**src/rtl/mem_access_ctrl.sv**
```systemverilog
`default_nettype none
// ============================================================================
// Module      : mem_access_ctrl
// Description : Three-state controller that turns a single pipeline MEM-stage
//               load/store into a data-memory access of MEM_LATENCY cycles.
//               Out-of-range or misaligned requests complete as a one-cycle
//               fault response and never touch the memory.
// Revision    : 1.0 - initial release
// ============================================================================
module mem_access_ctrl #(
  parameter int MEM_LATENCY = 1,
  parameter int BASE_ADDR   = 1024,
  parameter int MEM_BYTES   = 256
) (
  input  logic        clk,
  input  logic        rst,
  input  logic        req_valid,
  input  logic        req_write,
  input  logic [31:0] req_addr,
  input  logic [31:0] req_wdata,
  output logic        freeze,
  output logic        rsp_valid,
  output logic [31:0] rsp_rdata,
  output logic        rsp_fault,
  output logic        mem_r_en,
  output logic        mem_w_en,
  output logic [31:0] mem_address,
  output logic [31:0] mem_wdata,
  input  logic [31:0] mem_result
);

  localparam logic [31:0] c_addr_lo  = 32'(BASE_ADDR);
  localparam logic [31:0] c_addr_hi  = 32'(BASE_ADDR + MEM_BYTES - 4);
  localparam logic [3:0]  c_cnt_init = 4'(MEM_LATENCY - 1);

  typedef enum logic [1:0] {
    ST_IDLE   = 2'd0,
    ST_ACCESS = 2'd1,
    ST_DONE   = 2'd2
  } state_t;

  state_t      state_q, state_d;
  logic [3:0]  cnt_q, cnt_d;
  logic [31:0] addr_q, addr_d;
  logic [31:0] wdata_q, wdata_d;
  logic        write_q, write_d;
  logic        fault_q, fault_d;
  logic [31:0] rdata_q, rdata_d;
  logic        valid_q, valid_d;
  logic        w_legal;

  // Word-aligned and inside the data window (unsigned 32-bit compare).
  assign w_legal = (req_addr[1:0] == 2'b00) &&
                   (req_addr >= c_addr_lo) &&
                   (req_addr <= c_addr_hi);

  // Next-state and datapath logic; rsp_valid is registered on entry to DONE.
  always_comb begin
    state_d = state_q;
    cnt_d   = cnt_q;
    addr_d  = addr_q;
    wdata_d = wdata_q;
    write_d = write_q;
    fault_d = fault_q;
    rdata_d = rdata_q;
    valid_d = 1'b0;
    case (state_q)
      ST_IDLE: begin
        if (req_valid) begin
          if (w_legal) begin
            addr_d  = req_addr;
            wdata_d = req_wdata;
            write_d = req_write;
            cnt_d   = c_cnt_init;
            state_d = ST_ACCESS;
          end else begin
            fault_d = 1'b1;
            valid_d = 1'b1;
            state_d = ST_DONE;
          end
        end
      end
      ST_ACCESS: begin
        if (cnt_q != 4'd0) begin
          cnt_d = cnt_q - 4'd1;
        end else begin
          rdata_d = write_q ? 32'd0 : mem_result;
          valid_d = 1'b1;
          state_d = ST_DONE;
        end
      end
      ST_DONE: begin
        fault_d = 1'b0;
        state_d = ST_IDLE;
      end
      default: begin
        fault_d = 1'b0;
        state_d = ST_IDLE;
      end
    endcase
  end

  // State registers with synchronous reset taking priority over everything.
  always_ff @(posedge clk) begin
    if (rst) begin
      state_q <= ST_IDLE;
      cnt_q   <= 4'd0;
      addr_q  <= 32'd0;
      wdata_q <= 32'd0;
      write_q <= 1'b0;
      fault_q <= 1'b0;
      rdata_q <= 32'd0;
      valid_q <= 1'b0;
    end else begin
      state_q <= state_d;
      cnt_q   <= cnt_d;
      addr_q  <= addr_d;
      wdata_q <= wdata_d;
      write_q <= write_d;
      fault_q <= fault_d;
      rdata_q <= rdata_d;
      valid_q <= valid_d;
    end
  end

  // Stall while accessing, or while a request is being accepted this cycle.
  assign freeze      = (state_q == ST_ACCESS) || ((state_q == ST_IDLE) && req_valid);
  // Loads read every access cycle; stores write only on the final one.
  assign mem_r_en    = (state_q == ST_ACCESS) && !write_q;
  assign mem_w_en    = (state_q == ST_ACCESS) && write_q && (cnt_q == 4'd0);
  assign mem_address = addr_q;
  assign mem_wdata   = wdata_q;
  assign rsp_valid   = valid_q;
  assign rsp_fault   = fault_q;
  assign rsp_rdata   = rdata_q;

endmodule
`default_nettype wire

```
**config.mk**
```make
export PLATFORM = sky130hd
export DESIGN_NAME = mem_access_ctrl
export DESIGN_NICKNAME = d
export VERILOG_FILES = /design/src/rtl/mem_access_ctrl.sv
export SDC_FILE = /design/constraint.sdc
export NUM_CORES = 1
export LEC_CHECK = 0
export CELL_PAD_IN_SITES_DETAIL_PLACEMENT = 1
export CELL_PAD_IN_SITES_GLOBAL_PLACEMENT = 1
export CORE_ASPECT_RATIO = 0.7
export CORE_MARGIN = 5
export CORE_UTILIZATION = 30
export DETAILED_ROUTE_END_ITERATION = 7
export GPL_ROUTABILITY_DRIVEN = 0
export MAX_ROUTING_LAYER = met4
export PLACE_DENSITY = 0.89
export SYNTH_ARGS = -nofsm -noshare
export SYNTH_HDL_FRONTEND = slang
export SYNTH_SLANG_ARGS = --single-unit
```
**constraint.sdc**
```tcl
create_clock -name clk -period 3.7 [get_ports clk]
set_input_delay 0.74 -clock clk [delete_from_list [all_inputs] [get_ports clk]]
set_output_delay 0.74 -clock clk [all_outputs]
set_load 0.01 [all_outputs]
```
Word-level counts from Yosys, hierarchy flattened

Cells that the tools add are included.

Eq/ne operators: 6
Div/mod/pow operators: 0
Multiply operators: 0
Magnitude comparators: 2
Bitwise gates (word level): 2
Muxes and demuxes: 16
Add/subtract/negate cells: 1
Reduce and logical (&&, ||, !) cells: 18
Shift operators: 0

Operators by type and width:

| cell                 | number |
|---|---|
| $ge 32x11->1 const B | 1 |
| $le 32x11->1 const B | 1 |
| $mux 32              | 1 |
| $mux 4               | 3 |
| $ne 2x2->1 const B   | 5 |
| $pmux 4 s2           | 1 |
| $logic_and 1x1->1    | 6 |
| $mux 2               | 3 |
| $reduce_and 3->1     | 2 |
| $mux 1               | 5 |
| $logic_not 2->1      | 2 |
| $logic_not 4->1      | 1 |
| $pmux 1 s2           | 2 |
| $pmux 2 s2           | 1 |
| $reduce_and 2->1     | 2 |
| $reduce_and 4->1     | 1 |
| $reduce_bool 4->1    | 1 |
| $sub 4x1->4 const B  | 1 |
| $eq 2x1->1 const B   | 1 |
| $not 1->1            | 2 |
| $reduce_bool 2->1    | 1 |
| $logic_not 1->1      | 1 |
| $logic_or 1x1->1     | 1 |

Latch bits: 0
ROM bits: 0
RAM bits: 0
Memories: 0
Input bits: 100
Logic and storage cells: 53
Output and inout port bits: 101
Register bits: 105

Logic depth before layout (Yosys ltp)

Depth in word-level cells: 6
Gate-level depth with buffers: 7
Mapped depth without buffers: 6

Least setup slack after synthesis

No wires, ideal clock.

Path kind: input to register
From: in req_addr[19]
To: reg addr_q[13], in the netlist mem_address[13]
Setup slack: 1.802 ns
Arrival: 1.783 ns
Data required time: 3.585 ns
Cell stages on the path: 6
Cells stage by stage: nor4_2 and4_1 buf_6 a21oi_4 buf_6 and2_1

Longest elaborated chain between the ends: 4

RTL lines:

| item                           | RTL line | RTL |
|---|---|---|
| start: declaration             | 19       | `input logic [31:0] req_addr,` |
| $ge 32x11->1                   | 54       | `(req_addr >= c_addr_lo) &&` |
| $logic_and 1x1->1              | 53       | `assign w_legal = (req_addr[1:0] == 2'b00) &&` |
| $logic_and 1x1->1 (*)          | 54       |  |
| $reduce_and 3->1 (no line) (*) | --       |  |
| end signal: assignment         | 117      | `addr_q <= addr_d;` |
| end: declaration               | 44       | `logic [31:0] addr_q, addr_d;` |

Every way passes the cells marked *; elsewhere a longest branch is shown, timed or not.
A chain may end at the register's enable or synchronous reset.

Final worst setup path

From: reg cnt_q[0]
To: out mem_w_en

Longest elaborated chain between the ends: 2

RTL lines:

| item                     | RTL line | RTL |
|---|---|---|
| start: declaration       | 43       | `logic [3:0] cnt_q, cnt_d;` |
| start signal: assignment | 116      | `cnt_q <= cnt_d;` |
| $logic_not 4->1          | 130      | `assign mem_w_en = (state_q == ST_ACCESS) && write_q && (cnt_q == 4'd0);` |
| $logic_and 1x1->1        | 130      |  |
| end: declaration         | 26       | `output logic mem_w_en,` |

No other way between the ends.

==> flow_summary.yaml <==
run_status:
  status: "complete, no violations"
routing:
  met1Wirelength_um: 5950
  route.met2.wl_um: 7090
  routed_wl_um: 14400
  drtIter0Drc: 122
  top_layer_used: "met4"
  post_drt_via_cell_ratio: 4.99
  drc_errors: 0
  first_pass_iters: 4
  ant_nets: 0
  vias: 3961
  wl_met3_um: 1130
  wire_per_inst_um: 18.1
clocking:
  cts_resized: 0
  htree_num_levels: 3
  cts_sinks: 105
  clk_latency_ps: 340
  cts_buffer_depth: 2
  clkTransAtPathRegs_ps: 70
  clockRootBuffer: "clkbuf_16"
  cts_hold_buf: 0
  postCtsSetupRepairBufs: 0
  cts_tree: "yes"
  cts_buffers: 9
critical_path:
  critPathBufInv: 2
  reg2reg_from: "cnt_q[0]$_SDFFE_PP0P_"
  critical_path_class: "register to output pin"
  cpMaxStageDelayCell: "clkdlybuf4s50_1"
  crit_family: "buffers and inverters"
  critPathRequiredTime_ps: 2960
  rr_worst_depth: 6
  crit_fanout: 4
  max_stage_delay_ps: 560
  critical_path_arrival_ps: 2110
  cp.depth: 5
  worstSetupEndpointType: "output pin"
  r2r_setup_slack_ps: 1470
  startpoint_type: "register"
  crit_chain: "inv_1 -> ha_1 -> nor3b_1 -> and3_1 -> clkdlybuf4s50_1"
  rr_endpoint: "rsp_rdata[27]$_SDFFE_PP0P_"
floorplanning:
  rows: 35
  die_x_um: 148
  die_y_um: 107
  dieArea_um2: 15800
  start_util_pct: 30.5
  core_area_um2: 13100
  io_pins: 201
grt:
  overflow: 0
  antenna_found_initial: 0
  grt_max_degree: 42
  gr-usage-all-layers_pct: 18.1
  grt_pass1_wl_um: 22500
  grt_pass1_vias: 4352
pwr:
  power_density_nw_per_um2: 348
  vdd_drop_max_uv: 248
  p_leak_nw: 2.10
placed_design:
  io_buffers: 200
  dp_hpwl_um: 10600
  place_area_um2: 6060
synthesis:
  yosysWarnings: 0
  synth_area_um2: 4010
  syn-instance-count: 441
  ys_async_sr_fraction_pct: 0
  postSynthNetCount: 542
  yosysTopAreaCell: "dfxtp_1"
  synth_edf_count: 0
  synth-main-ff-cell: "dfxtp_1"
  ys_seq_area_share_pct: 52.5
  yosysTopAreaCellShare_pct: 52.5
  synth.area.top_cells: "dfxtp_1, a21oi_1, nand3b_1"
  ys_ff_latch: 105
  ys_types: 36
  syn_area_per_cell_um2: 9.08
cells_and_area:
  fin_area_um2: 6350
  final_util_pct: 48.4
  drive_gt1_share_pct: 6.06
  n_antenna_cell: 0
  final_cell_mix: "clkdlybuf4s50_1, dfxtp_1, a21oi_1"
  fillCellCount: 1486
  area_growth_pct: 58.6
  final_common_cell: "clkdlybuf4s50_1"
  fin_nets: 723
timing:
  fin_skew_ps: 5.27
  fmax_ghz: 0.350
  fin_crit_sh_pct: 77.2
  setup_violations: 0
  finalHoldViolCount: 0
  timing.hold.ws_ps: 452
  fin_crit_ps: 2850
  maxSlewViolCount: 0
  slew-limit-headroom_pct: 29.0
  setup_tns_ps: 0
  worst_pin_slew_ps: 1060
  rsz0062_at_grt: "false"
worst_hold_path:
  min_to: "rsp_rdata[31]$_SDFFE_PP0P_"
  hp-start: "rsp_rdata[31]$_SDFFE_PP0P_"
  holdPathStages: 2
  min_path_type: "register to register"
run:
  maxCapViolations: 0
[power breakdown]
group          total, W  switching, W  internal [W]
Sequential      0.00113    0.00000215       0.00113
Combinational  0.000148     0.0000463      0.000102
Clock          0.000927      0.000456      0.000472
[state kept, by name, indices dropped and copies added (netlist names)]
| signal | count |
|---|---|
| rsp_fault | 1 |
| rsp_rdata | 32 |
| cnt_q | 4 |
| rsp_valid | 1 |
| mem_wdata | 32 |
| write_q | 1 |
| mem_address | 32 |
| state_q | 2 |
[worst min-delay path, delay by kind of cell (launching register included)]
kind / cells / cell delay (ps)
DFF: 1 / 310
and+or+nand+nor: 1 / 50
AOI/OAI and AO/OA: 1 / 50
[metrics by stage]
step,instances,total power (W),setup WS [ps]
detailed placement,777,0.00131,738
floorplan,441,0.00119,1800
finish,793,0.00221,845
CTS,793,0.00224,842
global route,793,0.00229,685
global placement,777,0.00130,917
[per-layer routing]
layer	up-vias	GRT usage (%)
li1	1902	-
met1	1925	19.9
met2	120	31.6
met3	14	6.63
met4	0	4.02
met5	-	-
[synth_stat cells (2+ instances only)]
| cell | n |
|---|---|
| nand4_1 | 2 |
| and3_1 | 2 |
| o21ai_1 | 39 |
| buf_6 | 7 |
| and4_1 | 2 |
| nand3_1 | 41 |
| dfxtp_1 | 105 |
| nor3b_1 | 2 |
| nor4_2 | 5 |
| nor2b_1 | 3 |
| and2_1 | 26 |
| nand2_1 | 41 |
| buf_4 | 4 |
| clkbuf_1 | 19 |
| buf_2 | 8 |
| nor3_1 | 2 |
| nand3b_1 | 32 |
| nor2_1 | 5 |
| inv_1 | 3 |
| a21oi_1 | 77 |
[worst max path at each step]
stage / start / to / slack [ps]
final: cnt_q[0]$_SDFFE_PP0P_ / mem_w_en / 850
after global routing: cnt_q[0]$_SDFFE_PP0P_ / mem_w_en / 690
after CTS: cnt_q[0]$_SDFFE_PP0P_ / mem_w_en / 840
after global placement: req_addr[19] / mem_address[3]$_SDFFE_PP0P_ / 920
after floorplan: req_addr[19] / mem_address[13]$_SDFFE_PP0P_ / 1800
after detailed placement: req_addr[19] / mem_wdata[0]$_SDFFE_PP0P_ / 740
[kinds of logic after synthesis]
logic type / synth area share [%]
XOR/XNOR: 0.219
buffers and inverters: 5.78
AND/OR/NAND/NOR: 24.7
AO/OA/AOI/OAI: 16.5
adder cells (fa/ha/maj): 0.312
flip-flops: 52.5
[layout make-up]
cell class / instances / area (um^2) / share of cell area, %
inverter: 3 / 11.3 / 0.177
clock inverter: 7 / 62.6 / 0.985
tap: 166 / 208 / 3.27
multi-input combinational: 295 / 1670 / 26.4
clock buffer: 9 / 225 / 3.55
sequential: 105 / 2100 / 33.1
timing repair buffer: 208 / 2070 / 32.6
Note: power is estimated with default switching activity, not from simulation.
